===== config.mk =====
export PLATFORM = sky130hd
export DESIGN_NAME = pc_sequencer
export DESIGN_NICKNAME = d
export VERILOG_FILES = /design/src/rtl/pc_sequencer.sv
export SDC_FILE = /design/constraint.sdc
export NUM_CORES = 1
export LEC_CHECK = 0
export ABC_AREA = 1
export CORE_UTILIZATION = 25
export DETAILED_ROUTE_END_ITERATION = 7
export HOLD_SLACK_MARGIN = 0.12
export SYNTH_ARGS = -nofsm -noshare
export SYNTH_HDL_FRONTEND = slang
export SYNTH_SLANG_ARGS = --single-unit

===== constraint.sdc =====
create_clock -name clk -period 2.49 [get_ports clk]
set_input_delay 0.3735 -clock clk [delete_from_list [all_inputs] [get_ports clk]]
set_output_delay 0.3735 -clock clk [all_outputs]
set_load 0.01 [all_outputs]

===== src/rtl/pc_sequencer.sv =====
// Program-counter sequencer: fetches over an imem req/ack handshake, then waits for a
// next-PC decision (sequential, branch, jump, halt). Also counts accepted fetches.
module pc_sequencer #(
    parameter int unsigned       ADDR_W     = 16,
    parameter logic [ADDR_W-1:0] RESET_ADDR = '0
) (
    input  logic              clk,
    input  logic              rst,
    output logic [ADDR_W-1:0] pc,
    output logic              imem_req,
    input  logic              imem_ack,
    output logic              instr_valid,
    input  logic              ctrl_valid,
    input  logic [1:0]        ctrl_sel,
    input  logic              branch_taken,
    input  logic [ADDR_W-1:0] branch_off,
    input  logic [ADDR_W-1:0] jump_addr,
    input  logic              stall,
    output logic              halted,
    output logic [15:0]       fetch_count
);

    typedef enum logic [1:0] {
        StFetch   = 2'b00,
        StResolve = 2'b01,
        StHalt    = 2'b10
    } state_e;

    state_e            state_q;
    logic [ADDR_W-1:0] pc_q;
    logic [ADDR_W-1:0] pc_inc;
    logic              instr_valid_q;
    logic [15:0]       fetch_count_q;

    assign pc_inc = pc_q + ADDR_W'(1);

    always_ff @(posedge clk) begin
        if (rst) begin
            state_q       <= StFetch;
            pc_q          <= RESET_ADDR;
            instr_valid_q <= 1'b0;
            fetch_count_q <= '0;
        end else begin
            instr_valid_q <= 1'b0;
            unique case (state_q)
                StFetch: begin
                    if (imem_ack) begin
                        state_q       <= StResolve;
                        instr_valid_q <= 1'b1;
                        fetch_count_q <= fetch_count_q + 16'd1;
                    end
                end
                StResolve: begin
                    // Stall overrides ctrl_valid; pc only moves on an accepted decision.
                    if (ctrl_valid && !stall) begin
                        unique case (ctrl_sel)
                            2'b00: begin
                                pc_q    <= pc_inc;
                                state_q <= StFetch;
                            end
                            2'b01: begin
                                pc_q    <= branch_taken ? (pc_inc + branch_off) : pc_inc;
                                state_q <= StFetch;
                            end
                            2'b10: begin
                                pc_q    <= jump_addr;
                                state_q <= StFetch;
                            end
                            2'b11: begin
                                state_q <= StHalt;
                            end
                            default: state_q <= StFetch;
                        endcase
                    end
                end
                StHalt: begin
                    state_q <= StHalt;
                end
                default: state_q <= StFetch;
            endcase
        end
    end

    // Request and halt flags are decoded from state alone.
    assign imem_req    = (state_q == StFetch);
    assign halted      = (state_q == StHalt);
    assign pc          = pc_q;
    assign instr_valid = instr_valid_q;
    assign fetch_count = fetch_count_q;

endmodule


==> run_summary.xml, run 1 <==
<?xml version="1.0" encoding="UTF-8"?>
<metrics>
  <group name="outcome">
    <metric name="result_of_the_run" unit="">finished, violations left</metric>
    <metric name="violations" unit="">setup timing</metric>
  </group>
  <group name="timing">
    <metric name="worst_slew_margin_rel" unit="%">57.55</metric>
    <metric name="worst_slew_pin_slew" unit="ns">0.6367</metric>
    <metric name="smallest_hold_slack" unit="ns">0.4710</metric>
    <metric name="fin_crit_sh" unit="%">103.0</metric>
    <metric name="finalSetupTns" unit="ns">-0.1959</metric>
    <metric name="report.final.hold_viol_count" unit="">0</metric>
    <metric name="report.final.setup_viol" unit="">4</metric>
    <metric name="post-route-min-period" unit="ns">2.565</metric>
    <metric name="timing.fmax" unit="GHz">0.3898</metric>
    <metric name="report.final.slew_viol_count" unit="">0</metric>
    <metric name="grt_setup_unrepaired" unit="">true</metric>
    <metric name="max_clock_skew" unit="ns">0.003955</metric>
    <metric name="postLayoutSetupSlackWorst" unit="ns">-0.07530</metric>
  </group>
  <group name="detailed_routing">
    <metric name="routed_wl" unit="um">10720</metric>
    <metric name="via_count" unit="">3697</metric>
    <metric name="avgViaCountPerCell" unit="">4.604</metric>
    <metric name="wire_per_inst" unit="um">13.35</metric>
    <metric name="detail_route.first_pass.iterations" unit="">4</metric>
    <metric name="postRouteAntennaNets" unit="">0</metric>
    <metric name="remaining_drc_errors" unit="">0</metric>
    <metric name="dr.first_iter.drc_count" unit="">198</metric>
  </group>
  <group name="global_routing">
    <metric name="largest_net_degree_at_the_start_of_global_routing" unit="">20</metric>
    <metric name="grt_util_all_layers" unit="%">15.68</metric>
    <metric name="gr-total-overflow" unit="">0</metric>
    <metric name="initial_antenna_violation_count" unit="">0</metric>
    <metric name="grt_first_pass_wirelength" unit="um">16260</metric>
    <metric name="number_of_global_route_vias_before_repair" unit="">3528</metric>
  </group>
  <group name="finish">
    <metric name="final-instance-count-excl-fill" unit="">803</metric>
    <metric name="layout-area-overhead-vs-synth" unit="%">68.56</metric>
    <metric name="fillers" unit="">1246</metric>
    <metric name="sequential_cell_area" unit="um2">711.9</metric>
    <metric name="layout.nets" unit="">696</metric>
    <metric name="drive_gt1_share" unit="%">31.02</metric>
    <metric name="multi_input_comb_area" unit="mm2">0.002628</metric>
    <metric name="postLayoutCoreUtil" unit="%">43.33</metric>
    <metric name="final_cell_area" unit="mm2">0.005226</metric>
    <metric name="antenna-diode-count" unit="">0</metric>
  </group>
  <group name="placement">
    <metric name="detailed_place_hpwl" unit="um">7834</metric>
    <metric name="place_congestion" unit="">0.8608</metric>
    <metric name="post-place-ws" unit="ns">-0.1916</metric>
    <metric name="post_dp_cell_area" unit="mm2">0.004414</metric>
    <metric name="placedCellCount" unit="">785</metric>
    <metric name="port_buffers" unit="">74</metric>
  </group>
  <group name="worst_setup_path">
    <metric name="worstPathCellList" unit="">ha_4, nand2_4, nor2_4, nand2_4, nor2_4, nand3_1, nand2_2, nand2_2, ha_4, nand2_4, nor2_2, buf_4, a21oi_4, nand2_2, nand2_2, nand4_1, nand3_1, nand2_1, nand2_1, a21oi_1</metric>
    <metric name="r2r-start" unit="">pc[1]</metric>
    <metric name="critPathRequiredTime" unit="ns">2.65</metric>
    <metric name="cpPeakStageDelay" unit="ns">0.38</metric>
    <metric name="crit_family" unit="">simple AND/OR/NAND/NOR gates</metric>
    <metric name="r2r.worst_path.cells" unit="">20</metric>
    <metric name="path_depth" unit="">20</metric>
    <metric name="critPathSlowestCell" unit="">sky130_fd_sc_hd__dfxtp_4</metric>
    <metric name="worstPathBufferInverterCount" unit="">1</metric>
    <metric name="worstSetupStartpointType" unit="">flip-flop</metric>
    <metric name="timing.critical_path.to_type" unit="">flip-flop</metric>
    <metric name="worst_setup_path_startpoint" unit="">pc[1]</metric>
    <metric name="crit_path_max_fanout" unit="">4</metric>
    <metric name="worst_ep_arrival_time" unit="ns">2.72</metric>
    <metric name="critical-path-top-cell-by-count" unit="">sky130_fd_sc_hd__nand2_2</metric>
    <metric name="critPathKind" unit="">flip-flop to flip-flop</metric>
  </group>
  <group name="clocking">
    <metric name="cts.sinks" unit="">35</metric>
    <metric name="clk_pin_slew_worst_paths" unit="ns">0.05</metric>
    <metric name="htree_num_levels" unit="">2</metric>
    <metric name="cts_tree" unit="">built</metric>
    <metric name="clk_path_buf_depth" unit="">2</metric>
    <metric name="tritoncts.num_buffers" unit="">5</metric>
    <metric name="clkLatencyLatePin" unit="ns">0.27</metric>
    <metric name="holdBufCountCts" unit="">0</metric>
    <metric name="cts_root_buffer" unit="">sky130_fd_sc_hd__clkbuf_16</metric>
  </group>
  <group name="pwr">
    <metric name="static-leakage-power" unit="nW">2.266</metric>
    <metric name="power_density" unit="mW/mm2">321.8</metric>
    <metric name="irDropWorstVdd" unit="mV">0.2657</metric>
    <metric name="fin_total_pwr" unit="mW">1.682</metric>
  </group>
  <group name="synth">
    <metric name="synth-edff-count" unit="">0</metric>
    <metric name="synth-seq-area-share" unit="%">22.60</metric>
    <metric name="ys_ff_latch" unit="">35</metric>
    <metric name="async_flop_share" unit="%">0</metric>
    <metric name="yosysWarnings" unit="">0</metric>
    <metric name="post_synth_num_cell_types" unit="">41</metric>
    <metric name="mappedNetlistNets" unit="">564</metric>
    <metric name="synthCells" unit="">502</metric>
    <metric name="syn_avg_cell_area" unit="um2">6.176</metric>
    <metric name="dominantRegCellSynth" unit="">sky130_fd_sc_hd__dfxtp_1</metric>
    <metric name="mappedNetlistArea" unit="mm2">0.003100</metric>
  </group>
  <group name="floorplanning">
    <metric name="fp.dieH" unit="um">113.4</metric>
    <metric name="number_of_standard_cell_rows_in_the_floorplan" unit="">40</metric>
    <metric name="initial_cell_density_of_the_core" unit="%">25.71</metric>
    <metric name="io_pins" unit="">75</metric>
    <metric name="chipWidth" unit="um">113.4</metric>
    <metric name="die_area" unit="mm2">0.01285</metric>
    <metric name="design.core.area" unit="mm2">0.01206</metric>
  </group>
  <group name="job">
    <metric name="max-cap-violations" unit="">0</metric>
  </group>
  <group name="worst_hold_path">
    <metric name="hold_path.startpoint" unit="">fetch_count[15]</metric>
    <metric name="hold_class" unit="">flip-flop to flip-flop</metric>
    <metric name="number_of_cells_on_the_worst_hold_path" unit="">2</metric>
  </group>
</metrics>
[cell usage in the layout (no fill, tap or decap), types with 10 or more instances in the layout]
cell type	count
sky130_fd_sc_hd__a21oi_1	43
sky130_fd_sc_hd__buf_4	56
sky130_fd_sc_hd__clkdlybuf4s50_1	74
sky130_fd_sc_hd__dfxtp_1	30
sky130_fd_sc_hd__ha_4	13
sky130_fd_sc_hd__inv_1	60
sky130_fd_sc_hd__inv_2	13
sky130_fd_sc_hd__nand2_1	96
sky130_fd_sc_hd__nand2_2	26
sky130_fd_sc_hd__nand2_4	13
sky130_fd_sc_hd__nand3_1	22
sky130_fd_sc_hd__nand3_2	10
sky130_fd_sc_hd__nor2_1	30
sky130_fd_sc_hd__o21ai_0	20
sky130_fd_sc_hd__o21ai_1	11
[timing repair]
item,CTS,global route
endpoints found under the hold margin,0,0
pin swaps,22,49
setup buffers,3,8
gates resized for setup,46,94
endpoints found under the setup margin,11,12
[worst paths after layout]
path / endpoint / slack [ns]
max reg2reg: pc[15] / -0.08
min reg2reg: fetch_count[15] / 0.47
min: fetch_count[15] / 0.47
max: pc[15] / -0.08
[synthesized netlist by cell type, types with 2 or more instances]
cell | number | share of area, %
sky130_fd_sc_hd__o31ai_1 | 2 | 0.48
sky130_fd_sc_hd__nand3_2 | 3 | 0.97
sky130_fd_sc_hd__a31oi_1 | 3 | 0.61
sky130_fd_sc_hd__o21bai_1 | 2 | 0.48
sky130_fd_sc_hd__xnor2_1 | 3 | 0.85
sky130_fd_sc_hd__nor3_1 | 3 | 0.48
sky130_fd_sc_hd__o21ai_0 | 25 | 4.0
sky130_fd_sc_hd__o21a_1 | 2 | 0.48
sky130_fd_sc_hd__xor2_1 | 11 | 3.1
sky130_fd_sc_hd__nand3_1 | 31 | 5.0
sky130_fd_sc_hd__nor3b_1 | 2 | 0.48
sky130_fd_sc_hd__and3_1 | 2 | 0.40
sky130_fd_sc_hd__inv_1 | 71 | 8.6
sky130_fd_sc_hd__nand2_2 | 6 | 1.2
sky130_fd_sc_hd__dfxtp_1 | 35 | 23
sky130_fd_sc_hd__nor2_1 | 35 | 4.2
sky130_fd_sc_hd__nor2_2 | 7 | 1.4
sky130_fd_sc_hd__a21oi_1 | 54 | 8.7
sky130_fd_sc_hd__clkbuf_1 | 7 | 0.85
sky130_fd_sc_hd__a21o_1 | 2 | 0.48
sky130_fd_sc_hd__nor2_4 | 4 | 1.5
sky130_fd_sc_hd__a211oi_1 | 4 | 0.97
sky130_fd_sc_hd__clkinv_1 | 2 | 0.24
sky130_fd_sc_hd__buf_2 | 5 | 0.81
sky130_fd_sc_hd__a21oi_2 | 2 | 0.57
sky130_fd_sc_hd__inv_2 | 3 | 0.36
sky130_fd_sc_hd__nand4_1 | 8 | 1.6
sky130_fd_sc_hd__ha_1 | 21 | 8.5
sky130_fd_sc_hd__nand2_1 | 128 | 15
sky130_fd_sc_hd__o21ai_1 | 8 | 1.3
[cell families after synthesis]
family	count (synthesis)	share of synthesized area, %
compound gates	107	18.93
xor+xnor	14	3.955
fa+ha+maj	22	9.120
buf+inv	89	11.10
flops	35	22.60
simple gates	235	34.30
[state kept, by name, summed over array words and instances (netlist names)]
signal       flops
fetch_count     16
instr_valid      1
pc              16
state_q          2
[cell type report]
| class | count | area share (%) |
|---|---|---|
| flip-flops and latches | 35 | 13.62 |
| well taps | 168 | 4.022 |
| multi-input cells | 378 | 50.28 |
| inverters | 76 | 5.506 |
| clock buffers | 7 | 2.538 |
| clock inverters | 1 | 0.09576 |
| repair buffers | 138 | 23.94 |
[power by group]
group	leakage, nW	internal [mW]	total [mW]	switching [mW]
Clock	0.0679	0.369	0.589	0.219
Combinational	1.91	0.246	0.505	0.260
Sequential	0.286	0.573	0.588	0.0145
Total	2.27	1.19	1.68	0.494
[tightest hold or removal path: stages, from the launching register on]
cell and delay [ns]:
sky130_fd_sc_hd__dfxtp_1 0.30, sky130_fd_sc_hd__inv_1 0.06, sky130_fd_sc_hd__a21oi_1 0.06
[routing by layer]
| metal | up-vias | wire (um) | track usage [%] |
|---|---|---|---|
| met4 | 0 | 134 | 4.123 |
| met2 | 93 | 5291 | 26.79 |
| li1 | 1888 | - | - |
| met5 | - | 0 | 0 |
| met3 | 12 | 474 | 2.678 |
| met1 | 1704 | 4817 | 20.34 |
(Power assumes the default switching activity.)
==> inputs of run 2 (changes only) <==
--- a/config.mk
+++ b/config.mk
@@ -5,7 +5,7 @@
 export SDC_FILE = /design/constraint.sdc
 export NUM_CORES = 1
 export LEC_CHECK = 0
-export ABC_AREA = 1
+export ABC_AREA = 0
 export CORE_UTILIZATION = 25
 export DETAILED_ROUTE_END_ITERATION = 7
 export HOLD_SLACK_MARGIN = 0.12
==> run_summary.xml, run 2 <==
<?xml version="1.0" encoding="UTF-8"?>
<metrics>
  <group name="outcome">
    <metric name="result_of_the_run" unit="">finished, violations left</metric>
    <metric name="violations" unit="">setup timing</metric>
  </group>
  <group name="floorplanning">
    <metric name="die_area" unit="mm2">0.01179</metric>
    <metric name="io_pins" unit="">75</metric>
    <metric name="initial_cell_density_of_the_core" unit="%">25.96</metric>
    <metric name="chipWidth" unit="um">108.6</metric>
    <metric name="design.core.area" unit="mm2">0.01094</metric>
    <metric name="number_of_standard_cell_rows_in_the_floorplan" unit="">38</metric>
    <metric name="fp.dieH" unit="um">108.6</metric>
  </group>
  <group name="detailed_routing">
    <metric name="avgViaCountPerCell" unit="">4.965</metric>
    <metric name="remaining_drc_errors" unit="">0</metric>
    <metric name="wire_per_inst" unit="um">15.27</metric>
    <metric name="routed_wl" unit="um">9953</metric>
    <metric name="detail_route.first_pass.iterations" unit="">4</metric>
    <metric name="postRouteAntennaNets" unit="">0</metric>
    <metric name="via_count" unit="">3237</metric>
    <metric name="dr.first_iter.drc_count" unit="">173</metric>
  </group>
  <group name="synth">
    <metric name="syn_avg_cell_area" unit="um2">7.736</metric>
    <metric name="yosysWarnings" unit="">0</metric>
    <metric name="yosysTopAreaCell" unit="">sky130_fd_sc_hd__dfxtp_1</metric>
    <metric name="mappedNetlistNets" unit="">429</metric>
    <metric name="dominantRegCellSynth" unit="">sky130_fd_sc_hd__dfxtp_1</metric>
    <metric name="synthTopCellsByArea" unit="">sky130_fd_sc_hd__dfxtp_1 25%, sky130_fd_sc_hd__ha_1 9.3%, sky130_fd_sc_hd__xnor2_1 6.8%</metric>
    <metric name="synthMostInstantiatedCell" unit="">sky130_fd_sc_hd__nor2_1</metric>
    <metric name="synth-seq-area-share" unit="%">24.68</metric>
    <metric name="mappedNetlistArea" unit="mm2">0.002839</metric>
    <metric name="synth-edff-count" unit="">0</metric>
    <metric name="ys_top_cells_by_count" unit="">40 x sky130_fd_sc_hd__nor2_1, 35 x sky130_fd_sc_hd__dfxtp_1, 34 x sky130_fd_sc_hd__nand2_1, 29 x sky130_fd_sc_hd__a21oi_1, 23 x sky130_fd_sc_hd__o21ai_0</metric>
    <metric name="async_flop_share" unit="%">0</metric>
    <metric name="post_synth_num_cell_types" unit="">58</metric>
    <metric name="synth_top_area_share" unit="%">24.68</metric>
    <metric name="synthCells" unit="">367</metric>
    <metric name="ys_ff_latch" unit="">35</metric>
  </group>
  <group name="global_routing">
    <metric name="global_route.peak_usage_layer" unit="">met2</metric>
    <metric name="met2_usage" unit="%">29.48</metric>
    <metric name="grt_util_all_layers" unit="%">17.14</metric>
    <metric name="initial_antenna_violation_count" unit="">0</metric>
    <metric name="groute.layer.met3.usage" unit="%">3.255</metric>
    <metric name="number_of_global_route_vias_before_repair" unit="">3280</metric>
    <metric name="grt_first_pass_wirelength" unit="um">15840</metric>
    <metric name="grt_util_met1" unit="%">22.10</metric>
    <metric name="gr-total-overflow" unit="">0</metric>
    <metric name="largest_net_degree_at_the_start_of_global_routing" unit="">34</metric>
  </group>
  <group name="clocking">
    <metric name="tritoncts.num_buffers" unit="">5</metric>
    <metric name="clk_path_buf_depth" unit="">2</metric>
    <metric name="cts.sinks" unit="">35</metric>
    <metric name="clk_pin_slew_worst_paths" unit="ns">0.06</metric>
    <metric name="htree_num_levels" unit="">2</metric>
    <metric name="cts_tree" unit="">built</metric>
    <metric name="clkLatencyLatePin" unit="ns">0.28</metric>
    <metric name="cts_root_buffer" unit="">sky130_fd_sc_hd__clkbuf_16</metric>
  </group>
  <group name="worst_setup_path">
    <metric name="worstSetupStartpointType" unit="">flip-flop</metric>
    <metric name="critPathKind" unit="">flip-flop to flip-flop</metric>
    <metric name="r2r-start" unit="">pc[2]</metric>
    <metric name="crit_path_max_fanout" unit="">5</metric>
    <metric name="worst_setup_path_startpoint" unit="">pc[2]</metric>
    <metric name="timing.critical_path.to_type" unit="">flip-flop</metric>
    <metric name="critPathRequiredTime" unit="ns">2.68</metric>
    <metric name="worst_ep_arrival_time" unit="ns">3.06</metric>
  </group>
  <group name="timing">
    <metric name="report.final.hold_viol_count" unit="">0</metric>
    <metric name="smallest_hold_slack" unit="ns">0.5076</metric>
    <metric name="worst_slew_margin_rel" unit="%">70.45</metric>
    <metric name="report.final.slew_viol_count" unit="">0</metric>
    <metric name="fin_crit_sh" unit="%">115.4</metric>
    <metric name="max_clock_skew" unit="ns">0.01091</metric>
    <metric name="finalSetupTns" unit="ns">-0.8909</metric>
    <metric name="grt_setup_unrepaired" unit="">true</metric>
    <metric name="report.final.setup_viol" unit="">6</metric>
    <metric name="post-route-min-period" unit="ns">2.874</metric>
    <metric name="timing.fmax" unit="GHz">0.3480</metric>
    <metric name="postLayoutSetupSlackWorst" unit="ns">-0.3839</metric>
    <metric name="worst_slew_pin_slew" unit="ns">0.4433</metric>
  </group>
  <group name="finish">
    <metric name="drive_gt1_share" unit="%">31.84</metric>
    <metric name="layout_common_cells" unit="">76 x sky130_fd_sc_hd__buf_4, 74 x sky130_fd_sc_hd__clkdlybuf4s50_1, 37 x sky130_fd_sc_hd__nor2_1, 31 x sky130_fd_sc_hd__nand2_1, 26 x sky130_fd_sc_hd__dfxtp_1</metric>
    <metric name="layout.nets" unit="">573</metric>
    <metric name="final-instance-count-excl-fill" unit="">652</metric>
    <metric name="postLayoutCoreUtil" unit="%">44.79</metric>
    <metric name="layout_commonest_cell" unit="">sky130_fd_sc_hd__buf_4</metric>
    <metric name="layout-area-overhead-vs-synth" unit="%">72.54</metric>
    <metric name="antenna-diode-count" unit="">0</metric>
    <metric name="final_cell_area" unit="mm2">0.004898</metric>
  </group>
  <group name="placement">
    <metric name="detailed_place_hpwl" unit="um">7689</metric>
    <metric name="post-place-ws" unit="ns">-0.3982</metric>
    <metric name="port_buffers" unit="">74</metric>
    <metric name="post_dp_cell_area" unit="mm2">0.004297</metric>
    <metric name="place_congestion" unit="">0.9400</metric>
    <metric name="placedCellCount" unit="">635</metric>
  </group>
  <group name="worst_hold_path">
    <metric name="hold_class" unit="">flip-flop to flip-flop</metric>
    <metric name="hold_path.startpoint" unit="">fetch_count[5]</metric>
  </group>
  <group name="pwr">
    <metric name="fin_total_pwr" unit="mW">1.747</metric>
    <metric name="irDropWorstVdd" unit="mV">0.3946</metric>
    <metric name="static-leakage-power" unit="nW">1.937</metric>
    <metric name="power_density" unit="mW/mm2">356.7</metric>
  </group>
  <group name="job">
    <metric name="max-cap-violations" unit="">0</metric>
  </group>
</metrics>
==> run 2: changes by cell type in the layout (fill, tap and decap cells not counted), sizes merged, moves of 15 or more <==
cell   delta
a21oi    -26
buf      +15
inv      -59
nand2   -101
nand3    -19
xnor2    +19
==> run 2: logic make-up after synthesis <==
kind of cell,share of synthesized area (%)
adders and majority gates,9.960
buffers and inverters,4.627
and+or+nand+nor,22.04
xor gates and xnor gates,12.03
AOI/OAI and AO/OA,25.61
muxes,1.058
DFF,24.68
==> run 2: layer usage <==
| metal | up-vias | part of all wire [%] |
|---|---|---|
| met3 | 10 | 5.8 |
| met4 | 0 | 0.89 |
| met2 | 95 | 49 |
| li1 | 1604 | - |
| met1 | 1528 | 45 |
| met5 | - | 0 |
==> run 2: repair_timing <==
item / 4_1_cts / 5_1_grt
gates cloned: 0 / 0
pin swaps: 43 / 22
setup buffers: 8 / 2
resized for setup: 42 / 28
hold buffers: 0 / 0
endpoints found under the setup margin: 11 / 12
==> run 2: power by group <==
part / switching (mW) / total [mW] / internal, mW / leakage [nW]
combinational: 0.221 / 0.465 / 0.244 / 1.57
clock: 0.226 / 0.699 / 0.473 / 0.0781
sequential: 0.0129 / 0.583 / 0.570 / 0.289
total: 0.460 / 1.75 / 1.29 / 1.94
==> run 2: final cells by class <==
type	instances	area (um2)
Tap cell	140	175.2
Multi-Input combinational cell	300	2434
Clock inverter	1	30.03
Sequential cell	35	721.9
Timing Repair Buffer	153	1345
Inverter	16	60.06
Fill cell	1070	6037
Clock buffer	7	132.6
==> run 2: worst paths after layout <==
kind / end / slack, ns / cells after the start
max: pc[14] / -0.38 / 13
min: fetch_count[5] / 0.51 / 2
max reg2reg: pc[14] / -0.38 / 13
min reg2reg: fetch_count[5] / 0.51 / 2
==> run 2: worst max-delay path, stage by stage, from the launching register on <==
cell                       delay (ns)
sky130_fd_sc_hd__dfxtp_4         0.34
sky130_fd_sc_hd__and3_4          0.18
sky130_fd_sc_hd__and4_4          0.27
sky130_fd_sc_hd__and4_4          0.23
sky130_fd_sc_hd__xnor2_2         0.12
sky130_fd_sc_hd__inv_2           0.07
sky130_fd_sc_hd__ha_4            0.30
sky130_fd_sc_hd__nand4_1         0.16
sky130_fd_sc_hd__nand2b_4        0.20
sky130_fd_sc_hd__a31oi_4         0.15
sky130_fd_sc_hd__a211oi_2        0.06
sky130_fd_sc_hd__xor2_1          0.15
sky130_fd_sc_hd__a211o_1         0.29
sky130_fd_sc_hd__a311oi_2        0.27
